<file path="src/rtl/cnn_frame_sequencer.sv">
`default_nettype none
// ============================================================================
//  Module   : cnn_frame_sequencer
//  Brief    : Streams one WxW frame from a frame buffer into the CNN pipeline,
//             collects the (W-2)^2 results into a result buffer and reports
//             done / drain timeout as a single frame transaction.
//  Revision : 1.0 - initial release
// ============================================================================
module cnn_frame_sequencer #(
    parameter int W          = 5,
    parameter int ADDR_W     = 5,
    parameter int OUT_ADDR_W = 4,
    parameter int DRAIN_TO   = 64
) (
    input  logic                  clk,
    input  logic                  rst_n,
    input  logic                  start,
    input  logic                  abort,
    input  logic                  pause,
    output logic                  fb_rd_en,
    output logic [ADDR_W-1:0]     fb_rd_addr,
    input  logic [7:0]            fb_rd_data,
    output logic [7:0]            pixel_in,
    output logic                  pixel_valid,
    input  logic [7:0]            cnn_out,
    input  logic                  cnn_out_valid,
    output logic                  res_wr_en,
    output logic [OUT_ADDR_W-1:0] res_wr_addr,
    output logic [7:0]            res_wr_data,
    output logic                  busy,
    output logic                  done,
    output logic                  timeout
);

    localparam int                RES_W     = OUT_ADDR_W + 1;
    localparam int                DRAIN_W   = $clog2(DRAIN_TO + 1);
    localparam logic [ADDR_W-1:0] LAST_ADDR = ADDR_W'(W * W - 1);
    localparam logic [RES_W-1:0]  NUM_RES   = RES_W'((W - 2) * (W - 2));
    localparam logic [DRAIN_W-1:0] DRAIN_MAX = DRAIN_W'(DRAIN_TO);

    typedef enum logic [1:0] {
        S_IDLE   = 2'd0,
        S_STREAM = 2'd1,
        S_DRAIN  = 2'd2,
        S_DONE   = 2'd3
    } state_t;

    state_t                  state_q, state_d;
    logic [ADDR_W-1:0]       rd_cnt_q, rd_cnt_d;
    logic [RES_W-1:0]        res_cnt_q, res_cnt_d;
    logic [DRAIN_W-1:0]      drain_cnt_q, drain_cnt_d;
    logic                    timeout_q, timeout_d;
    logic                    pixel_valid_q;
    logic                    res_wr_en_q, res_wr_en_d;
    logic [OUT_ADDR_W-1:0]   res_wr_addr_q, res_wr_addr_d;
    logic [7:0]              res_wr_data_q, res_wr_data_d;
    logic                    capture;

    always_comb begin
        state_d       = state_q;
        rd_cnt_d      = rd_cnt_q;
        res_cnt_d     = res_cnt_q;
        drain_cnt_d   = drain_cnt_q;
        timeout_d     = timeout_q;
        fb_rd_en      = 1'b0;
        busy          = 1'b0;
        done          = 1'b0;
        res_wr_en_d   = 1'b0;
        res_wr_addr_d = '0;
        res_wr_data_d = 8'h00;

        capture = ((state_q == S_STREAM) || (state_q == S_DRAIN)) && cnn_out_valid
                  && (res_cnt_q < NUM_RES) && !abort;

        case (state_q)
            S_IDLE: begin
                if (start && !abort) begin
                    state_d     = S_STREAM;
                    rd_cnt_d    = '0;
                    res_cnt_d   = '0;
                    drain_cnt_d = '0;
                    timeout_d   = 1'b0;
                end
            end
            S_STREAM: begin
                busy        = 1'b1;
                drain_cnt_d = '0;
                if (!pause && !abort) begin
                    fb_rd_en = 1'b1;
                    // The counter parks on the last address instead of wrapping.
                    if (rd_cnt_q == LAST_ADDR) begin
                        state_d = S_DRAIN;
                    end else begin
                        rd_cnt_d = rd_cnt_q + 1'b1;
                    end
                end
            end
            S_DRAIN: begin
                busy = 1'b1;
                if (capture) begin
                    drain_cnt_d = '0;
                end else if (drain_cnt_q != DRAIN_MAX) begin
                    drain_cnt_d = drain_cnt_q + 1'b1;
                end
                if (res_cnt_q == NUM_RES) begin
                    state_d = S_DONE;
                end else if ((drain_cnt_q == DRAIN_MAX) && !capture) begin
                    state_d   = S_DONE;
                    timeout_d = 1'b1;
                end
            end
            S_DONE: begin
                done    = 1'b1;
                state_d = S_IDLE;
            end
            default: state_d = S_IDLE;
        endcase

        if (capture) begin
            res_wr_en_d   = 1'b1;
            res_wr_addr_d = res_cnt_q[OUT_ADDR_W-1:0];
            res_wr_data_d = cnn_out;
            res_cnt_d     = res_cnt_q + 1'b1;
        end

        // Abort overrides every transition, including a pending timeout.
        if (abort) begin
            state_d   = S_IDLE;
            done      = 1'b0;
            timeout_d = timeout_q;
        end
    end

    always_ff @(posedge clk or negedge rst_n) begin
        if (!rst_n) begin
            state_q       <= S_IDLE;
            rd_cnt_q      <= '0;
            res_cnt_q     <= '0;
            drain_cnt_q   <= '0;
            timeout_q     <= 1'b0;
            pixel_valid_q <= 1'b0;
            res_wr_en_q   <= 1'b0;
            res_wr_addr_q <= '0;
            res_wr_data_q <= 8'h00;
        end else begin
            state_q       <= state_d;
            rd_cnt_q      <= rd_cnt_d;
            res_cnt_q     <= res_cnt_d;
            drain_cnt_q   <= drain_cnt_d;
            timeout_q     <= timeout_d;
            pixel_valid_q <= fb_rd_en;
            res_wr_en_q   <= res_wr_en_d;
            res_wr_addr_q <= res_wr_addr_d;
            res_wr_data_q <= res_wr_data_d;
        end
    end

    assign fb_rd_addr  = fb_rd_en ? rd_cnt_q : '0;
    assign pixel_valid = pixel_valid_q;
    assign pixel_in    = pixel_valid_q ? fb_rd_data : 8'h00;
    assign res_wr_en   = res_wr_en_q;
    assign res_wr_addr = res_wr_addr_q;
    assign res_wr_data = res_wr_data_q;
    assign timeout     = timeout_q;

endmodule
`default_nettype wire

</file>
<file path="config.mk">
export PLATFORM = sky130hd
export DESIGN_NAME = cnn_frame_sequencer
export DESIGN_NICKNAME = d
export VERILOG_FILES = /design/src/rtl/cnn_frame_sequencer.sv
export SDC_FILE = /design/constraint.sdc
export NUM_CORES = 1
export LEC_CHECK = 0
export ABC_AREA = 1
export ABC_CLOCK_PERIOD_IN_PS = 1700
export BUFFER_PORTS_ARGS = -buffer_cell sky130_fd_sc_hd__buf_2
export CAP_MARGIN = 10
export CORE_MARGIN = 5
export CORE_UTILIZATION = 32
export DETAILED_ROUTE_END_ITERATION = 7
export GPL_ROUTABILITY_DRIVEN = 0
export SLEW_MARGIN = 20
export SYNTH_ARGS = -nofsm -noshare
export SYNTH_HDL_FRONTEND = slang
export SYNTH_SLANG_ARGS = --single-unit
</file>
<file path="constraint.sdc">
create_clock -name clk -period 1.7 [get_ports clk]
set_input_delay 0.17 -clock clk [delete_from_list [all_inputs] [get_ports clk]]
set_output_delay 0.17 -clock clk [all_outputs]
set_load 0.02 [all_outputs]
</file>
==> summary.md <==
| Metric | Value |
|---|---|
| Reg2Reg Launch Point | state_q[1]$_DFFE_PN0P_ |
| Register area share after synthesis | 0.429 |
| Cell variety after synth | 28 |
| Slew Viols, Final | 0 |
| Sink Count | 34 |
| Worst Slack Setup Final | 0.0680 ns |
| Required time worst endpoint | 1.53 ns |
| Dpl hpwl | approximately 3300 um |
| Crit Reg-Reg Endpoint | res_cnt_q[0]$_DFFE_PN0P_ |
| Detail Route Antenna Nets | 0 |
| Hold/Removal Path Class | input port to flip-flop |
| Dominant cells by area after synthesis | dfrtp_1 43%, nand2_1 11%, inv_1 7.2% |
| Synth Instances | 245 |
| Flop pwr share | 0.343 |
| Pre-CTS setup slack | 0.0525 ns |
| P_leak | approximately 1.4 nW |
| CP Class | flip-flop to primary output |
| PortBufs | 52 |
| Final WL | ~4300 um |
| Vias in the first global route | 1680 |
| Crit end category | primary output |
| Worst slew margin | 0.693 |
| Syn nets | 278 |
| Area Overhead vs Synth | 28.0% |
| First-pass GRT wire length | slightly above 7000 um |
| Cell accounting for the most synthesized area | dfrtp_1 |
| Final core utilization | 0.424 |
| H-tree Lvls | 2 |
| Starting Density | 0.331 |
| Root Driver | clkbuf_8 |
| Row count | 28 |
| Worst slew pin tran | 0.461 ns |
| WL/cell | 11.3 um |
| Commonest non-fill, non-tap cell in the layout | nand2_1 |
| Int Pwr | 0.00180 W |
| Num CTS Buffers | 5 |
| CTS tree | built |
| Final Cycle Share | 0.960 |
| IO Count | between 50 and 60 |
| Worst-path clk slew | around 0.080 ns |
| WP data arrival | approximately 1.5 ns |
| Initial DRC Count | 57 |
| Max_cap viols | 0 |
| Status | completed |
| Top-area cell type share of the netlist area | 0.429 |
| RSZ-0062 raised after global routing | true |
| Gr ovfl total | 0 |
| Fin nets | 341 |
| Crit path max fanout | 7 |
| Die ar. | 7870 um2 |
| Worst skew pair latency | 0.29 ns |
| Total GRT Usage | 0.117 |
| TritonRoute pass-1 iters | 4 |
| Max Root-Sink Buffers | 2 |
| Maximum clock rate | 613 MHz |
| Share of post-route cells with drive strength above 1 | 0.314 |
| Clk pwr share | 0.253 |
| Setup Skew | around 0.0064 ns |
| Pin count of the biggest net entering global routing | 19 |
| Die Wd | 88.7 um |
| Fillers | 607 |
| Height of the die | 88.7 um |
| Post-route DRC | 0 |
| Final Hold Fails | 0 |
| Final Setup Violations | 0 |
| Diode count | 0 |
| Fin Setup TNS | 0 ns |
| Vias/cell | 4.41 |
| Pwr Density | around 1200 nW/um2 |
| Mapped cell area | 1980 um2 |
| Gate power share | 0.403 |
| Worst Min Path Start | cnn_out[2] |
| Hold path cells | 3 |
| Most frequent cells in the layout | 57 x nand2_1, 47 x buf_2, 37 x inv_1, 34 x dfrtp_1, 32 x nor2_1 |
| Worst setup SP type | flip-flop |
| Synth warnings | 0 |
| Peak supply drop | 0.460 mV |
| Reg2Reg Depth | 10 |
| Net Sw Frac | 0.391 |
| Final Critical Period | 1.63 ns |
| Core area | roughly 6000 um2 |
| Crit path launch | state_q[1]$_DFFE_PN0P_ |
| Net Sw Power | 0.00115 W |
| Initial antenna violation count | 0 |
| Synth Register Bits | 34 |
| Post-Syn Area per Cell | slightly above 8 um2 |
| Flop2flop setup slack | 0.14 ns |
| Min-Delay Endpoint | res_wr_data[2]$_DFF_PN0_ |
| DR vias | between 1500 and 2000 |
sequential cells by signal (all words and copies together) (netlist names):
signal	count
res_wr_data	8
pixel_valid	1
timeout	1
res_cnt_q	5
state_q	2
rd_cnt_q	5
drain_cnt_q	7
res_wr_addr	4
res_wr_en	1
area by class of cell:
cell class / count / area (um2) / area share
Tap cell: 75 / 93.8 / 0.0370
Timing Repair Buffer: 60 / 335 / 0.132
Inverter: 46 / 173 / 0.0680
Clock buffer: 5 / 68.8 / 0.0271
Clock inverter: 3 / 45.0 / 0.0177
Multi-Input combinational cell: 161 / 972 / 0.383
Sequential cell: 34 / 851 / 0.335
stage by stage:
step	hold slack, ns	instances	power, W	instance area (um2)
final	0.0804	384	0.00295	2540
after global routing	0.0734	384	0.00318	2540
after CTS	0.0712	383	0.00291	2490
after detailed placement	0.150	373	0.00213	2360
after global placement	0.153	373	0.00212	2360
after floorplan	-0.126	245	0.00182	1980
Yosys cell counts:
cell type	n
nand2_2	4
dfrtp_1	34
clkbuf_1	1
o21ai_2	1
o21ai_1	4
ha_1	11
nand3_1	9
xnor2_1	2
nor2_4	2
buf_2	3
nand2_4	5
clkinv_1	1
xor2_1	4
inv_1	38
o21bai_1	1
nor2_1	33
nor3_1	1
nand2_1	57
nand4_1	9
nor2_8	2
o21ai_0	2
nand3b_1	3
nand3_4	1
nand2_8	1
a21oi_2	2
inv_2	7
o22ai_1	3
a21oi_1	4
power by group through the flow:
stage	clock, W	sequential (W)	combinational [W]
3_3_place_gp	0	0.00103	0.00109
6_report	0.000747	0.00101	0.00119
4_1_cts	0.000771	0.00101	0.00113
5_1_grt	0.000810	0.00103	0.00134
2_1_floorplan	0	0.00107	0.000749
3_5_place_dp	0	0.00103	0.00110
kinds of logic after synthesis:
group | count (synthesis) | share of synthesized area
XOR/XNOR | 6 | 0.0265
buffers and inverters | 50 | 0.0965
flip-flops | 34 | 0.429
adder cells (fa/ha/maj) | 11 | 0.0694
AO/OA/AOI/OAI | 17 | 0.0517
AND/OR/NAND/NOR | 127 | 0.327
critical path, cell delays in order, from the launching register on:
cell     delay (ns)
dfrtp_1        0.39
inv_2          0.08
ha_4           0.15
inv_2          0.06
nor2_4         0.13
nand2_4        0.10
nor2_1         0.12
buf_4          0.16
how the worst max path moves through the flow:
| stage | end | slack, ns | depth (start not counted) |
|---|---|---|---|
| after global routing | fb_rd_addr[2] | -0.03 | 7 |
| after detailed placement | res_cnt_q[0]$_DFFE_PN0P_ | 0.05 | 9 |
| final | fb_rd_addr[2] | 0.07 | 7 |
| after floorplan | res_cnt_q[0]$_DFFE_PN0P_ | 0.06 | 9 |
| after CTS | fb_rd_addr[4] | 0.0009 | 7 |
| after global placement | drain_cnt_q[3]$_DFFE_PN0P_ | 0.11 | 9 |
layer usage:
layer	GRT usage	vias up	share of wire
li1	-	871	-
met1	0.134	773	0.41
met2	0.206	43	0.49
met3	0.0317	6	0.086
met4	0.0440	0	0.012
met5	0	-	0
repair_timing:
item,CTS,global route
setup buffers,1,1
gates resized for setup,3,8
hold buffers,1,0
endpoints found under the hold margin,16,0
endpoints found under the setup margin,6,11
Note: power is estimated with default switching activity, not from simulation.
